`config.mk`:
```
export PLATFORM = sky130hd
export DESIGN_NAME = uart_tx_engine
export DESIGN_NICKNAME = d
export VERILOG_FILES = /design/src/rtl/uart_tx_engine_pkg.sv /design/src/rtl/uart_bit_timer.sv /design/src/rtl/uart_tx_engine.sv
export SDC_FILE = /design/constraint.sdc
export NUM_CORES = 1
export LEC_CHECK = 0
export CAP_MARGIN = 10
export CORE_ASPECT_RATIO = 1.1
export CORE_MARGIN = 2
export CORE_UTILIZATION = 56
export DETAILED_ROUTE_END_ITERATION = 7
export GPL_TIMING_DRIVEN = 0
export MAX_ROUTING_LAYER = met4
export PLACE_DENSITY = 0.8
export SLEW_MARGIN = 20
export SYNTH_ARGS = -nofsm -noshare
export SYNTH_HDL_FRONTEND = slang
export SYNTH_SLANG_ARGS = --single-unit
```
`constraint.sdc`:
```
create_clock -name clk -period 4.1 [get_ports clk]
set_clock_uncertainty 0.2 [all_clocks]
set_input_delay 0.41 -clock clk [delete_from_list [all_inputs] [get_ports clk]]
set_output_delay 0.41 -clock clk [all_outputs]
set_load 0.01 [all_outputs]
```
`src/rtl/uart_tx_engine_pkg.sv`:
```
// Shared definitions for the UART transmit path: FSM encoding, frame length
// and the frame layout helper.
package uart_tx_engine_pkg;

  typedef enum logic [1:0] {
    IDLE  = 2'd0,
    LOAD  = 2'd1,
    SHIFT = 2'd2
  } tx_state_t;

  localparam int FRAME_BITS = 11;
  localparam logic [10:0] IDLE_FRAME = 11'h7FF;

  // Bit 0 is the leading idle bit, bit 1 the start bit, then d0..d6, b9, b10.
  function automatic logic [10:0] build_frame(input logic [1:0] dec_bits,
                                              input logic [7:0] data);
    return {dec_bits[1], dec_bits[0], data[6:0], 1'b0, 1'b1};
  endfunction

endpackage

```
`src/rtl/uart_bit_timer.sv`:
```
// Bit-time counter: pulses btu once every k enabled cycles; clr restarts the count.
module uart_bit_timer #(
  parameter int BAUD_W = 19
) (
  input  logic              clk,
  input  logic              reset,
  input  logic              en,
  input  logic              clr,
  input  logic [BAUD_W-1:0] k,
  output logic              btu
);

  logic [BAUD_W-1:0] baud_cnt_reg;

  // k is never zero here; the engine substitutes 1 when the baud count is 0.
  assign btu = en && (baud_cnt_reg == (k - BAUD_W'(1)));

  always_ff @(posedge clk) begin
    if (reset || clr) begin
      baud_cnt_reg <= '0;
    end else if (en) begin
      baud_cnt_reg <= btu ? '0 : baud_cnt_reg + BAUD_W'(1);
    end
  end

endmodule

```
`src/rtl/uart_tx_engine.sv`:
```
// UART transmit engine: captures a byte, frames it with decoder-supplied upper
// bits and shifts the 11-bit frame out on tx, LSB first, one bit per k cycles.
module uart_tx_engine
  import uart_tx_engine_pkg::*;
#(
  parameter int BAUD_W = 19,
  parameter int NBITS  = FRAME_BITS
) (
  input  logic              clk,
  input  logic              reset,
  input  logic              load,
  input  logic [7:0]        din,
  input  logic [1:0]        dec_bits,
  input  logic [BAUD_W-1:0] baud_k,
  output logic [7:0]        data_q,
  output logic              tx,
  output logic              txrdy
);

  tx_state_t         state_reg;
  logic [10:0]       sr_reg;
  logic [7:0]        data_reg;
  logic              txrdy_reg;
  logic [3:0]        bit_cnt_reg;
  logic [BAUD_W-1:0] k_reg;
  logic              btu;
  logic              timer_en;
  logic              timer_clr;

  assign timer_en  = (state_reg == SHIFT);
  assign timer_clr = (state_reg != SHIFT);

  uart_bit_timer #(
    .BAUD_W(BAUD_W)
  ) u_bit_timer (
    .clk  (clk),
    .reset(reset),
    .en   (timer_en),
    .clr  (timer_clr),
    .k    (k_reg),
    .btu  (btu)
  );

  always_ff @(posedge clk) begin
    if (reset) begin
      state_reg   <= IDLE;
      txrdy_reg   <= 1'b1;
      data_reg    <= 8'h00;
      sr_reg      <= IDLE_FRAME;
      bit_cnt_reg <= 4'd0;
      k_reg       <= BAUD_W'(1);
    end else begin
      case (state_reg)
        IDLE: begin
          if (load) begin
            data_reg  <= din;
            txrdy_reg <= 1'b0;
            state_reg <= LOAD;
          end
        end
        LOAD: begin
          // The decoder has seen the captured byte for a full cycle by now.
          sr_reg      <= build_frame(dec_bits, data_reg);
          k_reg       <= (baud_k == '0) ? BAUD_W'(1) : baud_k;
          bit_cnt_reg <= 4'd0;
          state_reg   <= SHIFT;
        end
        SHIFT: begin
          if (btu) begin
            sr_reg      <= {1'b1, sr_reg[10:1]};
            bit_cnt_reg <= bit_cnt_reg + 4'd1;
            if (bit_cnt_reg == 4'(NBITS - 1)) begin
              state_reg <= IDLE;
              txrdy_reg <= 1'b1;
            end
          end
        end
        default: state_reg <= IDLE;
      endcase
    end
  end

  assign tx     = sr_reg[0];
  assign txrdy  = txrdy_reg;
  assign data_q = data_reg;

endmodule

```
==> summary.txt, run 1 <==
PLACEMENT
--------------------------------------------------------------------------
Post-DP HPWL ................................................      6930 µm
Post-place instance area ....................................     4170 µm²
Buffers added on ports ......................................           40
Final weighted congestion in routability-driven placement ...        0.835

SYNTHESIS
--------------------------------------------------------------------------
Primary FF master, synth .................................... sky130_fd_sc_hd__dfxtp_1
Mean area per synthesized cell ..............................     8.33 µm²
Number of synthesized flops with an enable pin ..............            0
Yosys warning total .........................................            0
Cell area after technology mapping ..........................     3670 µm²
Number of library cell types mapped by synthesis ............           66
Async set-or-reset flop fraction in the synthesized netlist .           0%
Number of cells produced by synthesis .......................          440
#FFs+latches synth ..........................................           64
Net count after synthesis ...................................          476
Share of the yosys chip area belonging to registers .........        34.9%

DRT
--------------------------------------------------------------------------
Total length of routed wires ................................      9310 µm
Detailed router's first-iteration violation count ...........          178
Detailed-route wire length per cell .........................      16.2 µm
Detail-routed via count per cell ............................         5.88
Via count ...................................................         3381
DR pass1 iterations .........................................            5
ANT nets after route ........................................            0
Number of DRC violations after detailed routing .............            0

CLOCKING
--------------------------------------------------------------------------
CTS Hold Bufs ...............................................            0
Number of CTS-inserted buffers ..............................            9
# clock sinks ...............................................           64
Count of buffers added by post-CTS timing repair for setup ..            0
Max Buffers Root-to-Sink ....................................            2
CTS clk-pin slew, worst paths ...............................      0.07 ns
Clock H-tree levels .........................................            3
CTS root buf ................................................ sky130_fd_sc_hd__clkbuf_8
Number of gates given a new drive strength after cts ........            0
Clock latency at the later pin of the worst-skew pair .......      0.35 ns
CTS tree ....................................................         done

FINAL LAYOUT
--------------------------------------------------------------------------
Area of all placed cells without fillers ....................     4390 µm²
Area growth from synthesis to layout ........................        19.7%
Nets@finish .................................................          527
Antenna cell count ..........................................            0
Fillcell total ..............................................          500
Proportion of layout cells with a drive suffix above 1 ......        9.70%

TIMING
--------------------------------------------------------------------------
Final Hold Violating Endpoints ..............................            0
Min Clock Period, post-route ................................      3.53 ns
Part of the cycle the worst path needs ......................        86.1%
Worst-margin pin slew .......................................     0.644 ns
Total Neg Setup Slack .......................................         0 ns
Maximum achievable frequency ................................      283 MHz
Max-slew violation total from the final report ..............            0
Final count of negative-setup-slack endpoints ...............            0
Worst relative slew slack ...................................        56.7%
Unrepaired setup endpoints after global routing .............           no

RUN
--------------------------------------------------------------------------
Max cap viols ...............................................            0

DIE
--------------------------------------------------------------------------
Number of top-level pins ....................................           42
Total number of placement rows ..............................           30
Area enclosed by the die boundary ...........................     7210 µm²
Area of the core ............................................     6270 µm²
Starting Density ............................................        58.5%
Chip height .................................................      88.9 µm
Die Width ...................................................      81.2 µm

GRT
--------------------------------------------------------------------------
Total GRT Usage .............................................        28.1%
Antenna violations before repair ............................            0
Via count of the first global-routing pass ..................         3225
Pin count of the biggest net entering global routing ........           11
Overflow left after global routing ..........................            0
Global-route wire length before repair ......................     14900 µm

SETUP PATH
--------------------------------------------------------------------------
CP Class ....................................................   reg -> reg
Setup crit end kind .........................................         flop
Worst Path Arrival ..........................................      3.54 ns
Worst Path Required .........................................      4.11 ns
CP startpoint kind ..........................................         flop
Largest fanout on the critical path .........................           10

HOLD PATH
--------------------------------------------------------------------------
Path class of the lowest-slack min-delay path ...............   reg -> reg

PWR
--------------------------------------------------------------------------
Worst vdd rail ir drop ......................................     0.237 mV
Power per unit of standard cell area ........................   370 nW/µm²
Total power draw ............................................    0.00162 W
Leakage Power ...............................................      1.56 nW

OUTCOME
--------------------------------------------------------------------------
Status ......................................................    completed

[critical path, cell delays in order, from the launching register on]
cell and delay, ns:
sky130_fd_sc_hd__dfxtp_1 0.31, sky130_fd_sc_hd__buf_2 0.17, sky130_fd_sc_hd__inv_1 0.07, sky130_fd_sc_hd__ha_1 0.16, sky130_fd_sc_hd__buf_6 0.14, sky130_fd_sc_hd__nor4b_4 0.33, sky130_fd_sc_hd__nand3_1 0.16, sky130_fd_sc_hd__xnor2_1 0.20
sky130_fd_sc_hd__nor4bb_1 0.42, sky130_fd_sc_hd__nand4_1 0.32, sky130_fd_sc_hd__clkbuf_1 0.33, sky130_fd_sc_hd__o41ai_1 0.45, sky130_fd_sc_hd__o211ai_1 0.15
[worst paths after layout]
check,startpoint,endpoint,slack (ns),depth (start not counted)
worst min-delay path,k_reg[18],k_reg[18],0.28,2
worst max-delay path,k_reg[0],sr_reg[0],0.57,12
worst min register to register,k_reg[18],k_reg[18],0.28,2
worst max register to register,k_reg[0],sr_reg[0],0.57,12
[cell families (layout without fill, tap and decap cells)]
family | after synthesis | in the layout | share of synthesized area, %
compound gates | 75 | 75 | 15.1
xor+xnor | 39 | 39 | 9.31
fa+ha+maj | 4 | 4 | 1.36
buf+inv | 39 | 94 | 4.95
flops | 64 | 64 | 34.9
mux | 22 | 22 | 6.00
simple gates | 197 | 197 | 28.3
[area by class of cell]
cell class / instances / area (µm²) / share of cell area [%]
buffer: 27 / 136 / 3.11
clock buffer: 12 / 155 / 3.54
clock inverter: 3 / 65.1 / 1.48
inverter: 12 / 45.0 / 1.03
multi-input combinational: 337 / 2200 / 50.2
sequential: 64 / 1280 / 29.2
tap: 80 / 100 / 2.28
timing repair buffer: 40 / 400 / 9.12
[report_power, final]
part           leakage (nW)  internal, W  switching, W
logic                 0.927     0.000147      0.000187
clock network         0.112     0.000371      0.000243
registers             0.520     0.000648     0.0000281
total                  1.56      0.00117      0.000458
[synthesized netlist by cell type (all sizes together), types with 2 or more instances]
cell type	n	area (µm²)
clkbuf	18	77.6
nand3	14	75.1
dfxtp	64	1280
ha	4	50.1
a41oi	2	17.5
o21ai	5	28.8
o22ai	2	12.5
a21oi	23	126
or3	3	25.0
nor4b	2	32.5
nor4	12	90.1
or2	5	31.3
inv	12	45.0
nor3	12	71.3
nand4	9	62.6
nand3b	4	30.0
nand2b	4	25.0
buf	8	47.5
o41ai	2	17.5
and2	3	18.8
a311oi	8	70.1
nor2	48	180
o211ai	20	155
or4	4	37.5
nand2	61	229
nor3b	2	15.0
xor2	22	193
and3	5	32.5
a211oi	2	15.0
or3b	2	20.0
xnor2	17	149
mux2i	22	220
and2b	2	17.5
a31o	2	17.5
[cell usage in the layout (no fill, tap or decap), drive strengths merged, types with 12 or more instances in the layout]
cell type / Yosys / routed
inv: 12 / 12
nor4: 12 / 12
nand3: 14 / 14
xor2: 22 / 22
nor2: 48 / 48
clkdlybuf4s50: 1 / 41
dfxtp: 64 / 64
o211ai: 20 / 20
nand2: 61 / 61
xnor2: 17 / 17
nor3: 12 / 12
clkbuf: 18 / 30
a21oi: 23 / 23
mux2i: 22 / 22
[routing by layer]
layer  global-route usage (%)  vias up  part of all wire [%]
met2                     48.0      113                    50
met4                     13.3        0                   2.7
li1                         -     1664                     -
met3                     4.80       27                   5.3
met1                     31.9     1577                    42
met5                        -        -                     0
[stage by stage]
stage | setup WS (ns) | cells | utilization (%) | hold slack, ns
6_report | 0.572 | 575 | 70.0 | 0.275
3_3_place_gp | 0.703 | 560 | 66.5 | 0.258
4_1_cts | 0.642 | 575 | 70.0 | 0.280
5_1_grt | 0.396 | 575 | 70.0 | 0.314
2_1_floorplan | 1.13 | 440 | - | 0.244
3_5_place_dp | 0.629 | 560 | 66.5 | 0.270
(Power assumes the default switching activity.)
==> run 2, diff against run 1 <==
ABC_CLOCK_PERIOD_IN_PS = 4100   (was unset)
CORE_UTILIZATION = 25   (was 56)
HOLD_SLACK_MARGIN = 0.06   (was unset)
PLACE_DENSITY = unset   (was 0.8)
==> summary.txt, run 2 (synthesis results as in run 1) <==
OUTCOME
-------------------------------------------------------------------------------------
Status .................................................................    completed   unchanged

SETUP PATH
-------------------------------------------------------------------------------------
Slowest cell delay on critical path ....................................      0.59 ns   was 0.45 ns
Setup crit end kind ....................................................         flop   unchanged
Count of cells along the worst register-to-register path ...............           11   was 12
Slack of the worst reg-to-reg path .....................................      0.74 ns   was 0.57 ns
CP startpoint kind .....................................................         flop   unchanged
Cell mode on critical path ............................................. sky130_fd_sc_hd__buf_2
Worst Path Arrival .....................................................      3.39 ns   was 3.54 ns
Worst Path Required ....................................................      4.12 ns   was 4.11 ns
Cell type group with the largest total delay on the critical path ...... simple AND/OR/NAND/NOR gates   unchanged
Cell chain of the critical path ........................................ buf_2, inv_1, ha_1, buf_6, nor4b_4, nand4_1, nor4_1, o22ai_1, o21ai_2, buf_2, nor2_1   was buf_2, inv_1, ha_1, buf_6, nor4b_4, nand3_1, xnor2_1, nor4bb_1, nand4_1, clkbuf_1, o41ai_1, o211ai_1
CP Class ...............................................................   reg -> reg   unchanged
Largest fanout on the critical path ....................................           10   unchanged
Cell with the biggest individual delay on the critical path ............ sky130_fd_sc_hd__nor4_1   was sky130_fd_sc_hd__o41ai_1
Capture point of the worst reg-to-reg path ............................. u_bit_timer.baud_cnt_reg[5]   was sr_reg[0]
Reg-to-reg startpoint ..................................................     k_reg[0]   unchanged
Critical path depth in cells ...........................................           11   was 12
Critical path buffer and inverter count ................................            4   unchanged

HOLD PATH
-------------------------------------------------------------------------------------
Path class of the lowest-slack min-delay path ..........................   reg -> reg   unchanged
Worst Hold End .........................................................    k_reg[18]   unchanged
Cell count of the worst hold path ......................................            2   unchanged
Min-Delay Startpoint ...................................................    k_reg[18]   unchanged

GRT
-------------------------------------------------------------------------------------
Via count of the first global-routing pass .............................         3314   was 3225
Antenna violations before repair .......................................            0   unchanged
Total GRT Usage ........................................................        13.6%   was 28.1%
Overflow left after global routing .....................................            0   unchanged
Global-route wire length before repair .................................     16300 µm   was 14900 µm
Pin count of the biggest net entering global routing ...................           11   unchanged

CLOCKING
-------------------------------------------------------------------------------------
# clock sinks ..........................................................           64   unchanged
Number of gates given a new drive strength after cts ...................            0   unchanged
CTS Hold Bufs ..........................................................            0   unchanged
Max Buffers Root-to-Sink ...............................................            2   unchanged
CTS root buf ........................................................... sky130_fd_sc_hd__clkbuf_16   was sky130_fd_sc_hd__clkbuf_8
CTS clk-pin slew, worst paths ..........................................      0.05 ns   was 0.07 ns
Number of CTS-inserted buffers .........................................            9   unchanged
Count of buffers added by post-CTS timing repair for setup .............            0   unchanged
Clock H-tree levels ....................................................            3   unchanged
CTS tree ...............................................................         done   unchanged
Clock latency at the later pin of the worst-skew pair ..................      0.34 ns   was 0.35 ns

DIE
-------------------------------------------------------------------------------------
Number of top-level pins ...............................................           42   unchanged
Starting Density .......................................................        25.5%   was 58.5%
Area enclosed by the die boundary ......................................    15700 µm²   was 7210 µm²
Total number of placement rows .........................................           46   was 30
Chip height ............................................................       131 µm   was 88.9 µm
Die Width ..............................................................       119 µm   was 81.2 µm
Area of the core .......................................................    14400 µm²   was 6270 µm²

FINAL LAYOUT
-------------------------------------------------------------------------------------
Nets@finish ............................................................          527   unchanged
Area growth from synthesis to layout ...................................        25.9%   was 19.7%
Most frequent standard cell in the layout excluding fill and tap cells . sky130_fd_sc_hd__dfxtp_1   unchanged
Area of all placed cells without fillers ...............................     4620 µm²   was 4390 µm²
Fillcell total .........................................................         1522   was 500
Area used by multi-input combinational logic ...........................     2200 µm²   unchanged
Total area of sequential cells .........................................     1280 µm²   unchanged
Most used cells in the layout excluding fill and tap cells ............. 64 x sky130_fd_sc_hd__dfxtp_1, 61 x sky130_fd_sc_hd__nand2_1, 48 x sky130_fd_sc_hd__nor2_1   unchanged
Antenna cell count .....................................................            0   unchanged
Proportion of layout cells with a drive suffix above 1 .................        9.72%   was 9.70%

DRT
-------------------------------------------------------------------------------------
Detailed router's first-iteration violation count ......................          136   was 178
ANT nets after route ...................................................            0   unchanged
Detailed-route wire length per cell ....................................      14.2 µm   was 16.2 µm
DR pass1 iterations ....................................................            4   was 5
Detail-routed via count per cell .......................................         4.82   was 5.88
Number of DRC violations after detailed routing ........................            0   unchanged
Via count ..............................................................         3309   was 3381
Total length of routed wires ...........................................      9770 µm   was 9310 µm

TIMING
-------------------------------------------------------------------------------------
Min Clock Period, post-route ...........................................      3.36 ns   was 3.53 ns
Unrepaired setup endpoints after global routing ........................           no   unchanged
Worst relative slew slack ..............................................        56.4%   was 56.7%
Worst-margin pin slew ..................................................     0.654 ns   was 0.644 ns
PnR worst setup slack ..................................................     0.735 ns   was 0.572 ns
Max-slew violation total from the final report .........................            0   unchanged
Maximum achievable frequency ...........................................      297 MHz   was 283 MHz
Final Hold Violating Endpoints .........................................            0   unchanged
Total Neg Setup Slack ..................................................         0 ns   unchanged
Part of the cycle the worst path needs .................................        82.1%   was 86.1%
Final count of negative-setup-slack endpoints ..........................            0   unchanged

PLACEMENT
-------------------------------------------------------------------------------------
Post-place instance area ...............................................     4310 µm²   was 4170 µm²
Worst-case setup slack after placement .................................     0.658 ns   was 0.629 ns
Buffers added on ports .................................................           40   unchanged
Post-DP HPWL ...........................................................      7480 µm   was 6930 µm
Final weighted congestion in routability-driven placement ..............        0.843   was 0.835

PWR
-------------------------------------------------------------------------------------
Total power draw .......................................................    0.00182 W   was 0.00162 W
Sw power ...............................................................   0.000484 W   was 0.000458 W
Portion of total power attributed to combinational logic ...............        18.1%   was 20.5%
Leakage Power ..........................................................      1.60 nW   was 1.56 nW
Design internal power ..................................................    0.00133 W   was 0.00117 W
Worst vdd rail ir drop .................................................     0.195 mV   was 0.237 mV
Switching power as a share of total power ..............................        26.6%   was 28.2%
Power per unit of standard cell area ...................................   394 nW/µm²   was 370 nW/µm²
Clock power share ......................................................        44.7%   was 37.8%
Sequential cell fraction of total power ................................        37.2%   was 41.6%

RUN
-------------------------------------------------------------------------------------
Max cap viols ..........................................................            0   unchanged

-- run 2: cell count changes in the layout (fill, tap and decap cells not counted), sizes merged --
cell / change
clkbuf: -2
clkinv: +1
-- run 2: worst max path at each step --
stage / startpoint / endpoint / slack, ns
after floorplan: k_reg[0] / bit_cnt_reg[2] / 1.13
after detailed placement: k_reg[0] / u_bit_timer.baud_cnt_reg[11] / 0.66
after global placement: k_reg[0] / u_bit_timer.baud_cnt_reg[6] / 0.75
after global routing: k_reg[0] / u_bit_timer.baud_cnt_reg[6] / 0.31
after CTS: k_reg[0] / u_bit_timer.baud_cnt_reg[5] / 0.66
final: k_reg[0] / u_bit_timer.baud_cnt_reg[5] / 0.74
-- run 2: stage by stage --
step                util (%)  cells  hold WS, ns
finish                  32.1    686        0.272
global route            32.1    686        0.299
CTS                     32.1    686        0.273
detailed placement      29.9    672        0.265
global placement        29.9    672        0.259
floorplan                  -    440        0.244
-- run 2: layout make-up --
class / count / area share (%)
multi-input cells: 337 / 47.8
flip-flops and latches: 64 / 27.8
repair buffers: 40 / 8.67
well taps: 192 / 5.20
clock buffers: 10 / 5.18
plain buffers: 27 / 2.95
clock inverters: 4 / 1.52
inverters: 12 / 0.976
-- run 2: tightest hold or removal path: stages (launching register included) --
cell and delay, ns:
sky130_fd_sc_hd__dfxtp_1 0.32, sky130_fd_sc_hd__nand2_1 0.05, sky130_fd_sc_hd__a21oi_1 0.05
-- run 2: power by group through the flow --
stage / logic (W) / clock network, W / registers, W
after floorplan: 0.000220 / 0 / 0.000686
after global placement: 0.000322 / 0 / 0.000688
after detailed placement: 0.000328 / 0 / 0.000689
after CTS: 0.000330 / 0.000827 / 0.000676
after global routing: 0.000364 / 0.000848 / 0.000680
final: 0.000330 / 0.000812 / 0.000676
-- run 2: routing by layer --
| metal | vias up | global-route usage, % | share of wire, % |
|---|---|---|---|
| met4 | 0 | 6.57 | 2.5 |
| met5 | - | - | 0 |
| met1 | 1566 | 14.4 | 42 |
| li1 | 1669 | - | - |
| met3 | 19 | 2.34 | 2.4 |
| met2 | 55 | 24.8 | 53 |
